File: config.mk
export PLATFORM = sky130hd
export DESIGN_NAME = packetizer_rr_arbiter
export DESIGN_NICKNAME = d
export VERILOG_FILES = /design/src/rtl/packetizer_rr_arbiter.sv
export SDC_FILE = /design/constraint.sdc
export NUM_CORES = 1
export LEC_CHECK = 0
export ABC_AREA = 0
export ABC_CLOCK_PERIOD_IN_PS = 4100
export CELL_PAD_IN_SITES_DETAIL_PLACEMENT = 2
export CELL_PAD_IN_SITES_GLOBAL_PLACEMENT = 2
export CORE_MARGIN = 2
export CORE_UTILIZATION = 31
export CTS_BUF_LIST = sky130_fd_sc_hd__clkbuf_8 sky130_fd_sc_hd__clkbuf_16
export CTS_CLUSTER_DIAMETER = 80
export CTS_CLUSTER_SIZE = 25
export DETAILED_ROUTE_END_ITERATION = 12
export PLACE_DENSITY_LB_ADDON = 0.1
export SLEW_MARGIN = 40
export SYNTH_ARGS = -nofsm -noshare
export SYNTH_HDL_FRONTEND = slang
export SYNTH_SLANG_ARGS = --single-unit
File: constraint.sdc
create_clock -name clk -period 4.1 [get_ports clk]
set_clock_uncertainty 0.05 [all_clocks]
set_input_delay 0.615 -clock clk [delete_from_list [all_inputs] [get_ports clk]]
set_output_delay 0.615 -clock clk [all_outputs]
set_load 0.05 [all_outputs]
File: src/rtl/packetizer_rr_arbiter.sv
// Round-robin arbiter that funnels NUM_PORTS client streams into one registered output
// stage feeding a shared packetizer.
module packetizer_rr_arbiter #(
    parameter  int unsigned NUM_PORTS        = 4,
    parameter  int unsigned WIDTH_IN         = 12,
    parameter  int unsigned ADDRESS_WIDTH    = 4,
    parameter  int unsigned VC_ADDRESS_WIDTH = 1,
    localparam int unsigned SRC_WIDTH        = (NUM_PORTS > 1) ? $clog2(NUM_PORTS) : 1
) (
    input  logic                                   clk,
    input  logic                                   rst,
    input  logic [NUM_PORTS*WIDTH_IN-1:0]          data_in,
    input  logic [NUM_PORTS*ADDRESS_WIDTH-1:0]     dst_in,
    input  logic [NUM_PORTS*VC_ADDRESS_WIDTH-1:0]  vc_in,
    input  logic [NUM_PORTS-1:0]                   valid_in,
    output logic [NUM_PORTS-1:0]                   ready_out,
    output logic [WIDTH_IN-1:0]                    data_out,
    output logic [ADDRESS_WIDTH-1:0]               dst_out,
    output logic [VC_ADDRESS_WIDTH-1:0]            vc_out,
    output logic [SRC_WIDTH-1:0]                   src_out,
    output logic                                   valid_out,
    input  logic                                   ready_in
);

    logic                        full_q;
    logic [SRC_WIDTH-1:0]        rr_ptr_q, rr_ptr_d;
    logic [WIDTH_IN-1:0]         data_q;
    logic [ADDRESS_WIDTH-1:0]    dst_q;
    logic [VC_ADDRESS_WIDTH-1:0] vc_q;
    logic [SRC_WIDTH-1:0]        src_q;

    logic                        found;
    logic [SRC_WIDTH-1:0]        win_idx;
    logic [WIDTH_IN-1:0]         win_data;
    logic [ADDRESS_WIDTH-1:0]    win_dst;
    logic [VC_ADDRESS_WIDTH-1:0] win_vc;
    logic                        load;
    logic                        grant;

    // Scan from rr_ptr upward with wrap; first requester wins and its fields are muxed out.
    always_comb begin
        found    = 1'b0;
        win_idx  = '0;
        win_data = '0;
        win_dst  = '0;
        win_vc   = '0;
        for (int unsigned k = 0; k < NUM_PORTS; k++) begin
            int unsigned idx;
            idx = (32'(rr_ptr_q) + k) % NUM_PORTS;
            if (!found && valid_in[idx]) begin
                found    = 1'b1;
                win_idx  = SRC_WIDTH'(idx);
                win_data = data_in[idx*WIDTH_IN +: WIDTH_IN];
                win_dst  = dst_in[idx*ADDRESS_WIDTH +: ADDRESS_WIDTH];
                win_vc   = vc_in[idx*VC_ADDRESS_WIDTH +: VC_ADDRESS_WIDTH];
            end
        end
    end

    always_comb begin
        load  = !full_q || ready_in;
        grant = load && found;
        if (32'(win_idx) == NUM_PORTS - 1) begin
            rr_ptr_d = '0;
        end else begin
            rr_ptr_d = win_idx + 1'b1;
        end
        ready_out = '0;
        if (grant && !rst) begin
            ready_out[win_idx] = 1'b1;
        end
    end

    always_ff @(posedge clk or posedge rst) begin
        if (rst) begin
            full_q   <= 1'b0;
            rr_ptr_q <= '0;
            data_q   <= '0;
            dst_q    <= '0;
            vc_q     <= '0;
            src_q    <= '0;
        end else if (grant) begin
            full_q   <= 1'b1;
            rr_ptr_q <= rr_ptr_d;
            data_q   <= win_data;
            dst_q    <= win_dst;
            vc_q     <= win_vc;
            src_q    <= win_idx;
        end else if (ready_in) begin
            // Drained with nothing to replace it; fields keep their last value.
            full_q <= 1'b0;
        end
    end

    assign valid_out = full_q;
    assign data_out  = data_q;
    assign dst_out   = dst_q;
    assign vc_out    = vc_q;
    assign src_out   = src_q;

endmodule

# Word-level counts from Yosys, hierarchy flattened

Cells that the tools add are included.
Widths: inputs -> output; s select.

Register bits after elaboration: 22
Latch bits: 0
Bits in writable memories: 0
Memory bits (read-only): 0
Output and inout port bits: 24
Word-level logic and storage cells: 80
Memories kept: 0

Add/sub/neg operators: 4
Multipliers: 4
Div/mod/pow operators: 0
$lt $le $gt $ge: 6
Equality and inequality tests: 1
Shift operators: 12
Muxes and demuxes: 34
Bitwise operators: 0
Reduce and logical (&&, ||, !) cells: 13

Operators by type and width:

| operator            | count |
|---|---|
| $shiftx 48x7->12    | 4 |
| $shiftx 16x5->4     | 4 |
| $mux 12             | 4 |
| $mux 4              | 5 |
| $mul 2x2->4 const B | 4 |
| $shiftx 4x3->1      | 4 |
| $lt 2x3->1 const B  | 5 |
| $mux 1              | 15 |
| $mux 2              | 5 |
| $bmux 1 s2          | 4 |
| $logic_and 1x1->1   | 6 |
| $logic_not 1->1     | 5 |
| $add 2x1->2 const B | 2 |
| $add 2x2->2 const B | 2 |
| $demux 1 s2         | 1 |
| $eq 2x2->1 const B  | 1 |
| $ge 2x1->1 const B  | 1 |
| $reduce_bool 2->1   | 1 |
| $logic_or 1x1->1    | 1 |

# Longest topological paths before layout

Word-level depth: 17
Mapped depth: 9
Depth with buffers taken out: 7

# Worst setup path after synthesis

OpenSTA, ideal clock, no wires.

Path kind: input-to-output
From: input port valid_in[3]
To: output port ready_out[2]
Arrival: 2210 ps
Required time: 3435 ps
Setup slack: 1225 ps
Cell stages on the path: 7
Path buffers: 1
Cells stage by stage: buf_4 > and2b_1 > nand2_1 > o21ai_0 > a221oi_1 > ha_1 > and3_1

Word-level cells in the longest chain between the ends: 17
Elaborated cells between the ends (all ways): 30
Classes of those cells: order compare (2); mux (19); reduce/logical (9)

Ends and longest elaborated chain:

| item                                                                  | RTL line | source |
|---|---|---|
| start: declaration                                                    | 15       | `input logic [NUM_PORTS-1:0] valid_in,` |
| $bmux 1 s2                                                            | 50       | `if (!found && valid_in[idx]) begin` |
| $mux 1 (implied by the code)                                          | 50       |  |
| $mux 1                                                                | 50       |  |
| $logic_not 1->1                                                       | 50       |  |
| $logic_and 1x1->1                                                     | 50       |  |
| $mux 1                                                                | 50       |  |
| $logic_not 1->1                                                       | 50       |  |
| $logic_and 1x1->1                                                     | 50       |  |
| [... 2 more ...]                                                      | n/a      |  |
| $logic_and 1x1->1                                                     | 50       |  |
| $mux 2 *                                                              | 50       |  |
| named net win_idx[1]                                                  | 33       | `logic [SRC_WIDTH-1:0] win_idx;` |
| $lt 2x3->1 (implied by the code) / $ge 2x1->1 (equally long branches) | 70       | `ready_out[win_idx] = 1'b1;` |
| $logic_and 1x1->1 (implied by the code)                               | 70       |  |
| $mux 1 (implied by the code)                                          | 70       |  |
| $demux 1 s2 *                                                         | 70       |  |
| $mux 4 *                                                              | 69       | `if (grant && !rst) begin` |
| end: declaration                                                      | 16       | `output logic [NUM_PORTS-1:0] ready_out,` |

Mark *: on every way through the listed nets, which the timed path passes. The rest lies on a longest branch. The select of a mux whose other input is x is not followed.

# Worst setup path in the final report

From: register rr_ptr_q[1]
To: output port ready_out[0]

Word-level cells in the longest chain between the ends: 17
Elaborated cells between the ends (all ways): 33
Classes of those cells: add/sub (3); order compare (2); mux (19); reduce/logical (9)

Ends and longest elaborated chain:

| item                                                                  | RTL line | source |
|---|---|---|
| start: declaration                                                    | 26       | `logic [SRC_WIDTH-1:0] rr_ptr_q, rr_ptr_d;` |
| start signal: assignment                                              | 84       | `rr_ptr_q <= rr_ptr_d;` |
| parallel branches: the longest is 11 deep, another holds $add 2x1->2  | n/a      |  |
| $mux 2 *                                                              | 50       |  |
| named net win_idx[1]                                                  | 33       |  |
| $lt 2x3->1 (implied by the code) / $ge 2x1->1 (equally long branches) | 70       |  |
| $logic_and 1x1->1 (implied by the code)                               | 70       |  |
| $mux 1 (implied by the code)                                          | 70       |  |
| $demux 1 s2 *                                                         | 70       |  |
| $mux 4 *                                                              | 69       |  |

Mark *: on every way through the listed nets, which the timed path passes. The select of a mux whose other input is x is not followed.

==> impl_metrics.ini <==
[sta]
finalWorstSetupSlack_ps = 539.0
fin_crit_ps = 3561
setup_viol = 0
fmaxAchievable_mhz = 280.8
hold_violations = 0
tightest_slew_ps = 816.9
setup_tns_ps = 0
slew_headroom = 0.4494
rsz0062_at_grt = no
drv_slew = 0
finalCritPeriodShare = 0.8685

[critical_path]
arrival_ps = 2900
slowest_stage = dfrtp_4
crit_type = flip-flop to primary output
critPathBufInv = 2
worstSetupEndpointType = primary output
cpPeakStageDelay_ps = 760
worst_ep_required_time_ps = 3430
worstPathCellList = and2b_1 -> nand2_1 -> o21ai_0 -> a221oi_1 -> inv_1 -> ha_1 -> and3_1 -> buf_4
worst_setup_path_start_kind = flip-flop
crit_family = flip-flops
crit_fanout = 50

[grt]
grt_pass1_vias = 3386
grt_pass1_wl_um = 17560
grt_max_degree = 52
antenna_found_initial = 0
grt_overflow = 0
track_usage = 0.1927

[floorplanning]
num_rows = 37
io_pins = 99
die_h_um = 105.4
dieArea_um2 = 11110
floorplan.initialDensity = 0.3145
fp.dieW_um = 105.4
core_area_um2 = 10140

[synth]
synth_flop_cell = dfrtp_1
netlist_instances = 335
yosysUniqueCellTypes = 45
synth_mux_area_frac = 0.4451
ys_seq_elements = 22
syn_avg_cell_area_um2 = 9.517
async_reset_ff_frac = 1.000
synth-edff-count = 0
synth-xor-area-share = 0
ys_seq_area_frac = 0.1727
synthAdderAreaFrac = 0.01570
synth_simple_gate_area_frac = 0.1323
synth_compound_area_frac = 0.1613
synth_top_family_by_area = multiplexers
ys.warnings.count = 0
syn-cell-area_um2 = 3188
syn_nets = 414

[clock_tree]
hold_buffers = 0
cts_repair_resize_count = 0
cts_sinks = 22
clockRootBuffer = clkbuf_8
numCtsBuffers = 3
insertion_delay_ps = 270
h-tree-depth = 1
tritoncts = built
post_cts_buffers = 0
clkTransAtPathRegs_ps = 90
ctsLongestPathBuffers = 2

[route]
drtAntennaViolNets = 0
finalWirelength_um = 10700
drtIter0Drc = 119
drcViolationCount = 0
vias_per_cell = 5.601
firstDrtPassIters = 4
wire_per_inst_um = 19.42
num_vias = 3086

[flow_run]
maxCapViolations = 0

[cells_and_area]
diodes = 0
fin_nets = 495
area_growth_pct = 35.40
final_cells = 551
num-fill-cells = 1095
drive_above_1_share = 0.1205

[placed_design]
portBuffers = 98
dp_cells = 547
gp_congestion = 0.7520
post-dp-hpwl_um = 7737
pre_cts_ws_ps = 562.2

[power]
powerDensity_nw_per_um2 = 596.6
worst_ir_drop_vdd_uv = 245.4
p_leak_nw = 1.770

[run_status]
status = complete, no violations

[hold_path]
hold_class = flip-flop to flip-flop
-- routing by layer --
layer,vias up,GRT usage,part of all wire
met3,6,0.02226,0.029
li1,1465,-,-
met2,56,0.3581,0.52
met1,1559,0.2451,0.44
met4,0,0.02190,0.0053
met5,-,0,0
-- synth_stat cells, types with 2 or more instances --
master / number / area [um2]
mux2_2: 2 / 22.52
inv_1: 4 / 15.01
clkbuf_1: 3 / 11.26
mux2i_1: 99 / 991.0
a21oi_1: 18 / 90.09
ha_1: 4 / 50.05
buf_2: 15 / 75.07
o21ai_0: 3 / 15.01
buf_6: 5 / 56.30
nand3_1: 17 / 85.08
and3_1: 4 / 25.02
nand2_1: 40 / 150.1
nand4b_1: 2 / 17.52
buf_4: 10 / 75.07
o221ai_1: 16 / 140.1
nor2_1: 7 / 26.28
nor2b_1: 2 / 12.51
nor4b_1: 2 / 17.52
mux4_2: 18 / 405.4
dfrtp_1: 22 / 550.5
o211ai_1: 16 / 120.1
nand2b_1: 3 / 18.77
-- area by class of cell --
cell class	instances	area [um2]	area share
tap	136	170.2	0.03942
timing repair buffer	109	1079	0.2499
multi-input combinational	276	2424	0.5614
clock inverter	1	30.03	0.006957
inverter	4	15.01	0.003478
sequential	22	558.0	0.1293
clock buffer	3	41.29	0.009565
-- cell usage in the layout, fill, tap and decap left out, types with 2 or more instances in the layout --
cell and instances:
nor2_1 7, ha_1 4, mux2i_1 99, nand3_1 17, and3_1 4, mux4_2 18
dfrtp_4 2, buf_12 2, inv_1 4, clkbuf_8 3, buf_4 13, o21ai_0 3
clkdlybuf4s50_1 94, nand4b_1 2, nand2b_1 3, nor4b_1 2, nand2_1 40, mux2_2 2
nor2b_1 2, o211ai_1 16, dfrtp_1 20, o221ai_1 16, a21oi_1 18
-- logic make-up (layout without fill, tap and decap cells) --
logic type | after synthesis | in the layout
compound gates | 68 | 68
mux | 119 | 119
flops | 22 | 22
buf+inv | 37 | 117
simple gates | 85 | 85
fa+ha+maj | 4 | 4
-- path summary, 6_finish.rpt --
kind / start / slack [ps] / depth (start not counted) / end
max in group asynchronous: rst / 3060 / 3 / rr_ptr_q[1]
worst max-delay path: rr_ptr_q[1] / 540 / 8 / ready_out[0]
worst min register to register: src_out[0] / 440 / 1 / src_out[0]
worst min-delay path: src_out[0] / 440 / 1 / src_out[0]
worst max register to register: rr_ptr_q[1] / 1350 / 6 / dst_out[0]
min in group asynchronous: rst / 650 / 3 / src_out[1]
-- through the flow --
stage	utilization	total power, mW	hold slack [ps]	area [um2]
final	0.4258	2.575	443.2	4317
after global routing	0.4258	2.779	472.6	4317
after CTS	0.4258	2.616	444.2	4317
after detailed placement	0.4187	2.394	421.7	4245
after global placement	0.4180	2.337	423.7	4238
after floorplan	-	1.911	575.4	3188
-- where the power goes --
part	total, mW	internal (mW)	leakage, nW	switching [mW]
Clock	0.210	0.131	0.0357	0.0799
Combinational	1.84	0.845	1.47	0.996
Sequential	0.523	0.312	0.268	0.212
Total	2.58	1.29	1.77	1.29
-- registers in the layout (all words and copies together), names as in the netlist --
register,count
vc_out,1
dst_out,4
valid_out,1
data_out,12
rr_ptr_q,2
src_out,2
No activity file was read; power rests on OpenSTA's default activity.
